### config.mk
export PLATFORM = sky130hd
export DESIGN_NAME = adder_sequencer_flat
export DESIGN_NICKNAME = d
export VERILOG_FILES = /design/src/rtl/adder_sequencer_pkg.sv /design/src/rtl/adder_sequencer_if.sv /design/src/rtl/adder_sequencer_fa4.sv /design/src/rtl/adder_sequencer.sv /design/src/flat_wrapper.sv
export SDC_FILE = /design/constraint.sdc
export NUM_CORES = 1
export LEC_CHECK = 0
export ABC_AREA = 0
export ABC_CLOCK_PERIOD_IN_PS = 3300
export CORE_MARGIN = 2
export CORE_UTILIZATION = 54
export CTS_BUF_LIST = sky130_fd_sc_hd__clkbuf_2 sky130_fd_sc_hd__clkbuf_4 sky130_fd_sc_hd__clkbuf_8
export CTS_CLUSTER_DIAMETER = 60
export DETAILED_ROUTE_END_ITERATION = 7
export PLACE_DENSITY_LB_ADDON = 0.25
export SLEW_MARGIN = 20
export SYNTH_ARGS = -nofsm -noshare
export SYNTH_HDL_FRONTEND = slang
export SYNTH_SLANG_ARGS = --single-unit
export TNS_END_PERCENT = 10
### constraint.sdc
create_clock -name clk -period 3.3 [get_ports clk]
set_input_delay 0.66 -clock clk [delete_from_list [all_inputs] [get_ports clk]]
set_output_delay 0.66 -clock clk [all_outputs]
set_load 0.05 [all_outputs]
### src/rtl/adder_sequencer_pkg.sv
// Shared definitions for the nibble-serial add/subtract sequencer.
package adder_sequencer_pkg;

  localparam int unsigned NibW = 4;

  typedef enum logic [1:0] {
    StIdle = 2'd0,
    StAdd  = 2'd1,
    StInc  = 2'd2,
    StDone = 2'd3
  } state_e;

endpackage

### src/rtl/adder_sequencer_if.sv
// Request/result handshake bundle between a requester/consumer and the sequencer.
interface adder_sequencer_if #(
  parameter int unsigned NIBBLES = 4
);
  localparam int unsigned W = 4 * NIBBLES;

  logic         start_valid;
  logic         start_ready;
  logic [W-1:0] op_a;
  logic [W-1:0] op_b;
  logic         sub;
  logic         done_valid;
  logic         done_ready;
  logic [W-1:0] result;
  logic         carryout;
  logic         overflow;
  logic         busy;

  modport master (
    output start_valid, op_a, op_b, sub, done_ready,
    input  start_ready, done_valid, result, carryout, overflow, busy
  );

  modport slave (
    input  start_valid, op_a, op_b, sub, done_ready,
    output start_ready, done_valid, result, carryout, overflow, busy
  );

endinterface

### src/rtl/adder_sequencer_fa4.sv
// 4-bit adder without carry-in: sum, carry out and signed overflow of the slice.
module adder_sequencer_fa4 (
  input  logic [3:0] a,
  input  logic [3:0] b,
  output logic [3:0] sum,
  output logic       carryout,
  output logic       overflow
);

  assign {carryout, sum} = {1'b0, a} + {1'b0, b};
  assign overflow        = (a[3] == b[3]) & (sum[3] != a[3]);

endmodule

### src/rtl/adder_sequencer.sv
// Multi-cycle add/subtract that walks the operands one nibble at a time through a single
// 4-bit adder, applying carry-in as an extra +1 pass.
module adder_sequencer
  import adder_sequencer_pkg::*;
#(
  parameter int unsigned NIBBLES = 4
) (
  input  logic             clk,
  input  logic             reset,
  adder_sequencer_if.slave bus
);

  localparam int unsigned W    = NibW * NIBBLES;
  localparam int unsigned IdxW = (NIBBLES > 1) ? $clog2(NIBBLES) : 1;

  state_e            state_q;
  logic [IdxW-1:0]   idx_q;
  logic [W-1:0]      a_q;
  logic [W-1:0]      b_q;
  logic [W-1:0]      result_q;
  logic [NibW-1:0]   s_q;
  logic              cin_q;
  logic              c1_q;
  logic              carry_q;
  logic              ovf_q;
  logic              busy_q;
  logic              done_q;

  logic [31:0]       base;
  logic              last;
  logic [NibW-1:0]   fa_a;
  logic [NibW-1:0]   fa_b;
  logic [NibW-1:0]   fa_sum;
  logic              fa_cout;
  logic              fa_ovf_unused;
  logic              wr_cout;
  logic              ovf_next;

  always_comb begin
    base = 32'(idx_q) * NibW;
    last = (idx_q == IdxW'(NIBBLES - 1));
    fa_a = a_q[base +: NibW];
    fa_b = b_q[base +: NibW];
    if (state_q == StInc) begin
      fa_a = s_q;
      fa_b = 4'b0001;
    end
    // c1 and the +1 carry are mutually exclusive, so OR is the combined carry
    wr_cout  = (state_q == StInc) ? (c1_q | fa_cout) : fa_cout;
    ovf_next = (a_q[W-1] == b_q[W-1]) & (fa_sum[NibW-1] != a_q[W-1]);
  end

  adder_sequencer_fa4 u_fa4 (
    .a        (fa_a),
    .b        (fa_b),
    .sum      (fa_sum),
    .carryout (fa_cout),
    .overflow (fa_ovf_unused)
  );

  always_ff @(posedge clk) begin
    if (reset) begin
      state_q  <= StIdle;
      idx_q    <= '0;
      a_q      <= '0;
      b_q      <= '0;
      result_q <= '0;
      s_q      <= '0;
      cin_q    <= 1'b0;
      c1_q     <= 1'b0;
      carry_q  <= 1'b0;
      ovf_q    <= 1'b0;
      busy_q   <= 1'b0;
      done_q   <= 1'b0;
    end else begin
      unique case (state_q)
        StIdle: begin
          if (bus.start_valid) begin
            a_q      <= bus.op_a;
            b_q      <= bus.sub ? ~bus.op_b : bus.op_b;
            cin_q    <= bus.sub;
            idx_q    <= '0;
            result_q <= '0;
            carry_q  <= 1'b0;
            ovf_q    <= 1'b0;
            busy_q   <= 1'b1;
            state_q  <= StAdd;
          end
        end
        StAdd, StInc: begin
          if (state_q == StAdd) begin
            s_q  <= fa_sum;
            c1_q <= fa_cout;
          end
          if (state_q == StAdd && cin_q) begin
            state_q <= StInc;
          end else begin
            result_q[base +: NibW] <= fa_sum;
            cin_q                  <= wr_cout;
            idx_q                  <= idx_q + 1'b1;
            if (last) begin
              carry_q <= wr_cout;
              ovf_q   <= ovf_next;
              busy_q  <= 1'b0;
              done_q  <= 1'b1;
              state_q <= StDone;
            end else begin
              state_q <= StAdd;
            end
          end
        end
        StDone: begin
          if (bus.done_ready) begin
            done_q  <= 1'b0;
            state_q <= StIdle;
          end
        end
        default: state_q <= StIdle;
      endcase
    end
  end

  assign bus.start_ready = (state_q == StIdle);
  assign bus.done_valid  = done_q;
  assign bus.busy        = busy_q;
  assign bus.result      = result_q;
  assign bus.carryout    = carry_q;
  assign bus.overflow    = ovf_q;

endmodule

### src/flat_wrapper.sv
// flat-port wrapper written by rule: the top's interface ports become plain ports
module adder_sequencer_flat import adder_sequencer_pkg::*;
#(
  parameter int unsigned NIBBLES = 4
)
  (clk, reset, bus_start_valid, bus_op_a, bus_op_b, bus_sub, bus_done_ready, bus_start_ready, bus_done_valid, bus_result, bus_carryout, bus_overflow, bus_busy);
  adder_sequencer_if #(.NIBBLES(NIBBLES)) bus_i ();
  input  logic clk;
  input  logic reset;
  input wire logic [$bits(bus_i.start_valid)-1:0] bus_start_valid;
  input wire logic [$bits(bus_i.op_a)-1:0] bus_op_a;
  input wire logic [$bits(bus_i.op_b)-1:0] bus_op_b;
  input wire logic [$bits(bus_i.sub)-1:0] bus_sub;
  input wire logic [$bits(bus_i.done_ready)-1:0] bus_done_ready;
  output wire logic [$bits(bus_i.start_ready)-1:0] bus_start_ready;
  output wire logic [$bits(bus_i.done_valid)-1:0] bus_done_valid;
  output wire logic [$bits(bus_i.result)-1:0] bus_result;
  output wire logic [$bits(bus_i.carryout)-1:0] bus_carryout;
  output wire logic [$bits(bus_i.overflow)-1:0] bus_overflow;
  output wire logic [$bits(bus_i.busy)-1:0] bus_busy;
  assign bus_i.start_valid = bus_start_valid;
  assign bus_i.op_a = bus_op_a;
  assign bus_i.op_b = bus_op_b;
  assign bus_i.sub = bus_sub;
  assign bus_i.done_ready = bus_done_ready;
  assign bus_start_ready = bus_i.start_ready;
  assign bus_done_valid = bus_i.done_valid;
  assign bus_result = bus_i.result;
  assign bus_carryout = bus_i.carryout;
  assign bus_overflow = bus_i.overflow;
  assign bus_busy = bus_i.busy;
  adder_sequencer #(.NIBBLES(NIBBLES)) u_core (.clk(clk), .reset(reset), .bus(bus_i));
endmodule
==> impl_results.md, run 1 <==
* FMAX at ~340 MHz
* Worst vdd ir at 0.3800 mV
* DRT iter0 DRCs at 98
* Number of flops mapped to enable cells by yosys at 0
* Post-CTS Setup Repair Bufs at 0
* CP Class: flip-flop to flip-flop
* Gr usage total at about a quarter
* IO Pins at 58
* Max-slew violations at 0
* Antenna violations before repair at 0
* Vias in the first global route at ~2,400
* Grt ovf at 0
* Pre-CTS setup slack at slightly below 0.4 ns
* Average footprint of a synthesized cell at just over 9 um^2
* Syn. warnings at 0
* Post-DP HPWL at 4831 um
* Library cells used by synthesis at 45
* Slowest CP cell: dfxtp_1
* Sequential cell area at between 0.001 and 0.0015 mm^2
* Rel. slew slack at 61.44%
* PortBufs at 57
* Cell area after layout at just under 0.004 mm^2
* Die width at 78.78 um
* CTS tree: yes
* Initial DRT Pass Iterations at 6
* Final wirelength at between 6000 and 7000 um
* CP arrival at between 3 and 4 ns
* CTS Hold Buffers Added at 0
* Power Density at 514.0 mW/mm^2
* Synth Instances at around 320
* Reg clk slew, reported paths at 0.07 ns
* Total CTS buffers at 9
* Final Critical Period at between 2 and 3 ns
* Pin count of the biggest net entering global routing at 50
* Clock buffer depth at 2
* Asr flop ratio synth at 0%
* DP Area at around 0.0036 mm^2
* Syn-to-layout area delta at 28.26%
* CTS root buf: clkbuf_8
* # DRC at 0
* Clock Latency Late Sink at between 0.3 and 0.4 ns
* Cells along the critical path: mux4_2, nor2b_1, ha_1, and3_4, or3_1, a2111o_1, o211ai_2
* Diodes inserted at 0
* Status: complete, no violations
* Routed vias at 2,568
* Average wire per standard cell at 14.82 um
* Synth Register Bits at 62
* Post-cts sizing count at 0
* Worst Tran Pin Value at roughly 0.58 ns
* Multi-input gate area at about 0.0016 mm^2
* Top_reg_cell synth: dfxtp_1
* Core Box Area at roughly 0.0054 mm^2
* First-pass GRT wire length at roughly 11,000 um
* Tcrit/Tclk final at around 89%
* Initial Util at 55.51%
* Post-layout util at 71.20%
* Final ANT Viol Nets at 0
* Placer Congestion at between 0.8 and 0.9
* CTS sink cnt at between 60 and 70
* DIE HEIGHT at between 70 and 80 um
* Die area at ~0.0062 mm^2
* Share of post-route cells with drive strength above 1 at between 10% and 20%
* P_leak at roughly 1.5 nW
* DR vias/cell at 5.644
* Final nets at 430
* Placement Rows at 27
* Hold WC Path Type: flip-flop to flip-flop
* Layout filler cell count at around 440
* CP startpoint kind: flip-flop
* Worst endpoint required time at between 3 and 4 ns
* Reg2reg path depth at 7
* Worst Path Max Fanout at 9
* Mapped cell area at 0.003019 mm^2
* WHS at approximately 0.46 ns
* Worst setup margin at 0.3605 ns
* Max_cap viols at 0
* H-tree Lvls at 3
* Reg2reg setup slack at between 0.3 and 0.4 ns
* Setup_tns at 0 ns
* Critical Path Max Stage Delay at 0.62 ns
* Crit. End Element: flip-flop
* Fin. Hold Viols at 0
* Fin Clk Skew at 0.007402 ns
* RSZ-0062 raised after global routing: false
* Sequential area share after synthesis at 41.11%
* Hold Path Depth at 2
* Final setup fails at 0
* Synthesized netlist net count at approximately 380
[final timing paths]
check / from / end
worst min register to register: u_core.a_q[4]$_SDFFE_PP0P_ / u_core.a_q[4]$_SDFFE_PP0P_
worst min-delay path: u_core.a_q[4]$_SDFFE_PP0P_ / u_core.a_q[4]$_SDFFE_PP0P_
worst max register to register: u_core.idx_q[0]$_SDFFE_PP0P_ / u_core.bus.overflow$_SDFFE_PP0P_
worst max-delay path: u_core.idx_q[0]$_SDFFE_PP0P_ / u_core.bus.overflow$_SDFFE_PP0P_
[metrics by stage]
| step | instances | power (W) |
|---|---|---|
| floorplan | 324 | 0.001067 |
| global placement | 439 | 0.001170 |
| detailed placement | 439 | 0.001179 |
| CTS | 455 | 0.001997 |
| global route | 455 | 0.002074 |
| finish | 455 | 0.001991 |
[placed cells by master, fill, tap and decap left out, types with 2 or more instances in the layout]
master,Yosys,layout
dfxtp_1,62,62
clkdlybuf4s50_1,0,56
nand2_1,42,42
nor2_1,40,40
a21oi_1,26,26
a211oi_1,17,17
xnor2_1,16,16
ha_1,14,14
a32oi_1,11,11
clkbuf_8,1,9
mux4_2,8,8
buf_4,0,8
nand4_1,5,5
mux2i_1,5,5
mux2_2,5,5
inv_1,5,5
a22oi_1,4,4
nor3_1,4,4
nor2b_1,4,4
a21o_1,3,3
nand3_1,3,3
o211ai_1,3,3
bufinv_16,0,3
o211ai_2,2,2
and2_1,2,2
nor4_2,2,2
and3_1,2,2
clkinv_4,0,2
[Yosys cell counts (all sizes together), types with 2 or more instances]
cell type  count  share of area [%]
dfxtp         62                 41
nand2         42                5.2
nor2          40                5.0
a21oi         26                4.3
a211oi        17                4.2
xnor2         16                4.6
ha            14                5.8
clkbuf        13                1.9
a32oi         11                3.2
buf            9                1.6
mux4           8                6.0
inv            6               0.75
mux2           5                1.9
mux2i          5                1.7
nand4          5                1.0
o211ai         5                1.6
a22oi          4               0.99
nor2b          4               0.83
nor3           4               0.66
a21o           3               0.75
and3           3               0.79
nand3          3               0.50
and2           2               0.41
nor4           2               0.83
[power by group]
part           internal, W  leakage, nW  switching, W
combinational     0.000157        0.836      0.000186
sequential        0.000791        0.507     0.0000308
clock             0.000505        0.124      0.000320
total              0.00145         1.47      0.000537
[kinds of logic after synthesis]
logic type	share of synthesized area, %
AO/OA/AOI/OAI	16.70
XOR/XNOR	4.932
adder cells (fa/ha/maj)	6.465
buffers and inverters	4.310
flip-flops	41.11
multiplexers	9.490
AND/OR/NAND/NOR	16.99
[state kept, by name, indices dropped and copies added, names as in the netlist]
register / cells
u_core.s_q: 4
u_core.bus.carryout: 1
u_core.idx_q: 2
u_core.state_q: 2
u_core.bus.busy: 1
u_core.a_q: 16
u_core.bus.result: 16
u_core.b_q: 16
u_core.cin_q: 1
u_core.bus.done_valid: 1
u_core.c1_q: 1
u_core.bus.overflow: 1
[layout make-up]
class / count / share of cell area [%]
clock inverter: 7 / 3.134
clock buffer: 9 / 3.199
tap: 72 / 2.326
sequential: 62 / 32.05
multi-input combinational: 234 / 42.55
inverter: 6 / 0.5816
timing repair buffer: 65 / 16.16
[critical path, delay by kind of cell (launching register included)]
family | cells | cell delay [ns]
simple gates | 3 | 0.82
compound gates | 2 | 0.52
mux | 1 | 0.55
flops | 1 | 0.62
fa+ha+maj | 1 | 0.37
[routing by layer]
metal	wire length, um	share of wire [%]	track usage (%)
met5	0	0	0
met4	183	2.7	11.75
met3	413	6.1	6.932
met2	3448	51	39.23
met1	2699	40	27.79
Power figures use the tool's default switching activity.
==> run 2: changes to the inputs <==
--- a/config.mk
+++ b/config.mk
@@ -8,7 +8,7 @@
 export ABC_AREA = 0
 export ABC_CLOCK_PERIOD_IN_PS = 3300
 export CORE_MARGIN = 2
-export CORE_UTILIZATION = 54
+export CORE_UTILIZATION = 50
 export CTS_BUF_LIST = sky130_fd_sc_hd__clkbuf_2 sky130_fd_sc_hd__clkbuf_4 sky130_fd_sc_hd__clkbuf_8
 export CTS_CLUSTER_DIAMETER = 60
 export DETAILED_ROUTE_END_ITERATION = 7
==> impl_results.md, run 2 (synthesis results as in run 1) <==
* DR vias/cell at 5.534
* Syn-to-layout area delta at 26.23%
* Core Box Area at between 0.005 and 0.006 mm^2
* Initial DRT Pass Iterations at 4
* Die width at 81.71 um
* Final ANT Viol Nets at 0
* Max_cap viols at 0
* Setup_tns at 0 ns
* Placement Rows at 28
* Antenna violations before repair at 0
* CTS sink cnt at 62
* Worst Tran Pin Value at 0.9130 ns
* CTS tree: yes
* P_leak at 1.431 nW
* IO Pins at 58
* WHS at around 0.46 ns
* # DRC at 0
* H-tree Lvls at 3
* Layout filler cell count at between 500 and 600
* CTS root buf: clkbuf_8
* Final Critical Period at approximately 2.8 ns
* Final nets at ~430
* Vias in the first global route at about 2,400
* Rel. slew slack at between 30% and 40%
* Placer Congestion at about 0.85
* Diodes inserted at 0
* Post-DP HPWL at about 4700 um
* CP startpoint kind: flip-flop
* Leading cell types in the layout, fill and taps excluded: dfxtp_1 (62), clkdlybuf4s50_1 (56), nand2_1 (42), nor2_1 (40), a21oi_1 (26)
* Clock Latency Late Sink at ~0.33 ns
* Worst endpoint required time at about 3.5 ns
* PortBufs at 57
* FMAX at ~350 MHz
* Most common cell after layout, fill and taps aside: dfxtp_1
* Max-slew violations at 0
* Share of post-route cells with drive strength above 1 at between 10% and 20%
* Clock buffer depth at 2
* Fin Clk Skew at between 0.008 and 0.009 ns
* Pin count of the biggest net entering global routing at 50
* Fin. Hold Viols at 0
* Tcrit/Tclk final at a little under nine tenths
* Final wirelength at between 6000 and 7000 um
* DIE HEIGHT at 81.71 um
* Crit. End Element: flip-flop
* Cell area after layout at around 0.0038 mm^2
* Power Density at about 470 mW/mm^2
* CP arrival at slightly above 3 ns
* Total CTS buffers at 9
* CP Class: flip-flop to flip-flop
* Post-cts sizing count at 0
* RSZ-0062 raised after global routing: false
* Reg clk slew, reported paths at roughly 0.07 ns
* DRT iter0 DRCs at ~180
* Worst Path Max Fanout at 7
* Average wire per standard cell at roughly 15 um
* Routed vias at ~2,500
* Worst vdd ir at about 0.27 mV
* Placed cells at approximately 440
* Initial Util at roughly 50%
* Grt ovf at 0
* Die area at 0.006676 mm^2
* DP Area at between 0.003 and 0.004 mm^2
* Status: complete, no violations
* Gr usage total at between 20 and 25%
* First-pass GRT wire length at 11,230 um
* Pwr Total at approximately 0.0018 W
* Final Non-Filler Cells at about 460
* Post-CTS Setup Repair Bufs at 0
* Hold WC Path Type: flip-flop to flip-flop
* CTS Hold Buffers Added at 0
* Final setup fails at 0
==> run 2: changes by cell type in the layout (fill, tap and decap cells not counted), moves of 2 or more <==
| cell | before | now |
|---|---|---|
| bufinv_16 | 3 | 0 |
| clkbuf_8 | 9 | 12 |
| buf_4 | 8 | 4 |
| clkinv_4 | 2 | 0 |
==> run 2: critical path, cell delays in order, from the launching register on <==
cell,delay (ns)
dfxtp_1,0.52
mux4_2,0.54
or2_1,0.22
ha_1,0.22
fa_1,0.41
a21o_1,0.19
a221oi_1,0.34
a2bb2oi_1,0.21
nor2_1,0.05
==> run 2: final cells by class <==
cell class                      count  area (um^2)  area share (%)
Clock inverter                      3        17.52          0.4596
Timing Repair Buffer               62        615.6           16.15
Multi-Input combinational cell    234         1648           43.24
Inverter                            6        22.52          0.5909
Sequential cell                    62         1241           32.57
Clock buffer                       13        172.7           4.531
Tap cell                           75        93.84           2.462
==> run 2: metal layers <==
metal  up-vias  wire [um]  global-route usage [%]
met2        84       3221                   36.80
met4         0         83                   9.333
met5         -          0                       0
li1       1263          -                       -
met1      1163       2960                   27.58
met3         8        349                   4.835
==> run 2: where the power goes <==
group | total [W] | internal (W) | leakage, nW | switching (W)
registers | 0.000822 | 0.000792 | 0.507 | 0.0000302
logic | 0.000336 | 0.000153 | 0.826 | 0.000182
clock network | 0.000625 | 0.000340 | 0.0988 | 0.000285
total | 0.00178 | 0.00129 | 1.43 | 0.000498
==> run 2: final timing paths <==
path                                     start                                to  slack, ns  depth (start not counted)
setup / recovery  u_core.idx_q[0]$_SDFFE_PP0P_  u_core.bus.carryout$_SDFFE_PP0P_       0.45                          8
hold / removal      u_core.a_q[2]$_SDFFE_PP0P_        u_core.a_q[2]$_SDFFE_PP0P_       0.46                          2
setup reg to reg  u_core.idx_q[0]$_SDFFE_PP0P_  u_core.bus.carryout$_SDFFE_PP0P_       0.45                          8
hold reg to reg     u_core.a_q[2]$_SDFFE_PP0P_        u_core.a_q[2]$_SDFFE_PP0P_       0.46                          2
==> run 2: per-stage QoR <==
| step | worst slack [ns] | util (%) |
|---|---|---|
| finish | 0.4501 | 64.75 |
| global route | 0.3267 | 64.75 |
| CTS | 0.4531 | 64.75 |
| detailed placement | 0.4615 | 61.52 |
| global placement | 0.5354 | 61.52 |
| floorplan | 0.4487 | - |
==> run 3: changes to the inputs <==
--- a/config.mk
+++ b/config.mk
@@ -5,13 +5,14 @@
 export SDC_FILE = /design/constraint.sdc
 export NUM_CORES = 1
 export LEC_CHECK = 0
-export ABC_AREA = 0
+export ABC_AREA = 1
 export ABC_CLOCK_PERIOD_IN_PS = 3300
 export CORE_MARGIN = 2
 export CORE_UTILIZATION = 50
 export CTS_BUF_LIST = sky130_fd_sc_hd__clkbuf_2 sky130_fd_sc_hd__clkbuf_4 sky130_fd_sc_hd__clkbuf_8
 export CTS_CLUSTER_DIAMETER = 60
 export DETAILED_ROUTE_END_ITERATION = 7
+export MAX_ROUTING_LAYER = met4
 export PLACE_DENSITY_LB_ADDON = 0.25
 export SLEW_MARGIN = 20
 export SYNTH_ARGS = -nofsm -noshare
==> impl_results.md, run 3 <==
* Die area at 0.006715 mm^2
* WHS at between 0.4 and 0.5 ns
* Top_reg_cell synth: dfxtp_1
* Share of post-route cells with drive strength above 1 at 5.769%
* Pin count of the biggest net entering global routing at between 40 and 50
* Die width at slightly above 80 um
* Initial DRT Pass Iterations at 4
* RSZ-0062 raised after global routing: false
* # DRC at 0
* Placer Congestion at 0.9137
* Hold_sp: u_core.bus.done_valid$_SDFFE_PP0P_
* Placement Rows at 28
* Layout filler cell count at roughly 540
* Post-CTS Setup Repair Bufs at 0
* Status: complete, no violations
* Diodes inserted at 0
* Average footprint of a synthesized cell at ~7.4 um^2
* Post-cts sizing count at 0
* FMAX at between 300 and 400 MHz
* Critical R2R Launch: u_core.state_q[0]$_SDFFE_PP0P_
* Grt ovf at 0
* Leading post-synthesis cells by cell area: dfxtp_1 (41%), o21ai_0 (9.6%), nor2_1 (9.3%), a21oi_1 (8.2%), nand2_1 (6.8%)
* Routed vias at roughly 2,800
* Vias in the first global route at around 2,500
* Leading cell types in the layout, fill and taps excluded: nor2_1 (75), dfxtp_1 (62), o21ai_0 (58), clkdlybuf4s50_1 (57), nand2_1 (55)
* Worst setup margin at about 0.58 ns
* Pre-CTS setup slack at around 0.65 ns
* CTS sink cnt at a little over 60
* Gr usage total at between 20% and 30%
* CTS tree: yes
* Top-area cell type share of the netlist area at about two fifths
* Fin Clk Skew at a little over 0.008 ns
* IO Pins at 58
* DR vias/cell at between 5 and 6
* Synth top cells by count: nor2_1 (75), dfxtp_1 (62), o21ai_0 (58)
* CP startpoint kind: flip-flop
* Clock Latency Late Sink at between 0.3 and 0.4 ns
* Rel. slew slack at 41.06%
* Antenna violations before repair at 0
* First-pass GRT wire length at 11,190 um
* Number of flops mapped to enable cells by yosys at 0
* Initial Util at about half
* Average wire per standard cell at about 13 um
* Core Box Area at a little under 0.006 mm^2
* Library cells used by synthesis at 29
* Syn. warnings at 0
* Worst endpoint required time at approximately 3.6 ns
* Asr flop ratio synth at 0%
* CP arrival at between 2 and 3 ns
* Crit. End Element: flip-flop
* Worst vdd ir at around 0.34 mV
* Final ANT Viol Nets at 0
* Post-synth top area cell: dfxtp_1
* Reg clk slew, reported paths at 0.06 ns
* Max-slew violations at 0
* Syn-to-layout area delta at 26.69%
* Total CTS buffers at 9
* CP Class: flip-flop to flip-flop
* DIE HEIGHT at around 82 um
* Final wirelength at 6872 um
* Synthesized netlist net count at ~460
* Top-count cell post-synth: nor2_1
* Power Density at about 600 mW/mm^2
* CTS Hold Buffers Added at 0
* Placed cells at ~530
* Setup_tns at 0 ns
* Tcrit/Tclk final at 82.54%
* Clock buffer depth at 2
* P_leak at ~1.5 nW
* Worst Setup SP: u_core.state_q[0]$_SDFFE_PP0P_
* Hold WC Path Type: flip-flop to flip-flop
* Final Critical Period at 2.724 ns
* Mapped cell area at around 0.003 mm^2
* Max_cap viols at 0
* H-tree Lvls at 3
* Worst Path Max Fanout at 9
* Fin. Hold Viols at 0
* Final nets at a little over 500
* Sequential area share after synthesis at roughly two fifths
* Synth Register Bits at between 60 and 70
* Final Non-Filler Cells at approximately 540
* CTS root buf: clkbuf_8
* DRT iter0 DRCs at slightly above 200
* Synth Instances at roughly 410
* Most common cell after layout, fill and taps aside: nor2_1
* Final setup fails at 0
* Worst Tran Pin Value at just under 0.9 ns
* Post-DP HPWL at roughly 5000 um
* PortBufs at 57
==> run 3: path summary, 6_finish.rpt <==
kind                                                            to  slack [ns]  depth (start not counted)
worst min-delay path            u_core.bus.done_valid$_SDFFE_PP0P_        0.46                          2
worst min register to register  u_core.bus.done_valid$_SDFFE_PP0P_        0.46                          2
worst max register to register   u_core.bus.result[6]$_SDFFE_PP0P_        0.58                         12
worst max-delay path             u_core.bus.result[6]$_SDFFE_PP0P_        0.58                         12
==> run 3: cell type report <==
cell class | instances | area, um^2 | area share, %
inverter | 24 | 90.09 | 2.341
tap | 75 | 93.84 | 2.438
clock buffer | 13 | 166.4 | 4.324
multi-input combinational | 305 | 1612 | 41.87
clock inverter | 1 | 30.03 | 0.7802
timing repair buffer | 63 | 615.6 | 15.99
sequential | 62 | 1241 | 32.25
==> run 3: cell families after synthesis <==
group                    synth area share, %
AO/OA/AOI/OAI                          20.18
XOR/XNOR                               4.901
adder cells (fa/ha/maj)                6.425
buffers and inverters                  6.096
flip-flops                             40.86
AND/OR/NAND/NOR                        21.54
==> run 3: critical path, stage by stage, from the launching register on <==
cell      delay [ns]
dfxtp_1         0.34
inv_1           0.13
ha_1            0.29
clkinv_1        0.24
nor2_1          0.14
a31oi_1         0.05
ha_1            0.23
fa_1            0.40
xor2_1          0.28
inv_1           0.09
nor3_1          0.20
nand2_1         0.10
a21oi_1         0.15
==> run 3: routing by layer <==
layer / track usage [%] / share of wire [%] / vias up / routed length, um
met1: 26.85 / 45 / 1224 / 3097
li1: - / - / 1460 / -
met3: 4.066 / 5.7 / 15 / 394
met5: - / 0 / - / 0
met4: 10.67 / 2.2 / 0 / 153
met2: 36.02 / 47 / 90 / 3227
==> run 3: where the power goes <==
part | internal, W | switching, W
combinational | 0.000276 | 0.000498
clock | 0.000399 | 0.000265
sequential | 0.000825 | 0.0000503
==> run 3: stage by stage <==
stage / total power [W] / utilization (%) / cell area, um^2
floorplan: 0.001444 / - / 3038
global placement: 0.001635 / 62.05 / 3652
detailed placement: 0.001654 / 62.05 / 3652
CTS: 0.002317 / 65.39 / 3849
global route: 0.002465 / 65.39 / 3849
finish: 0.002313 / 65.39 / 3849
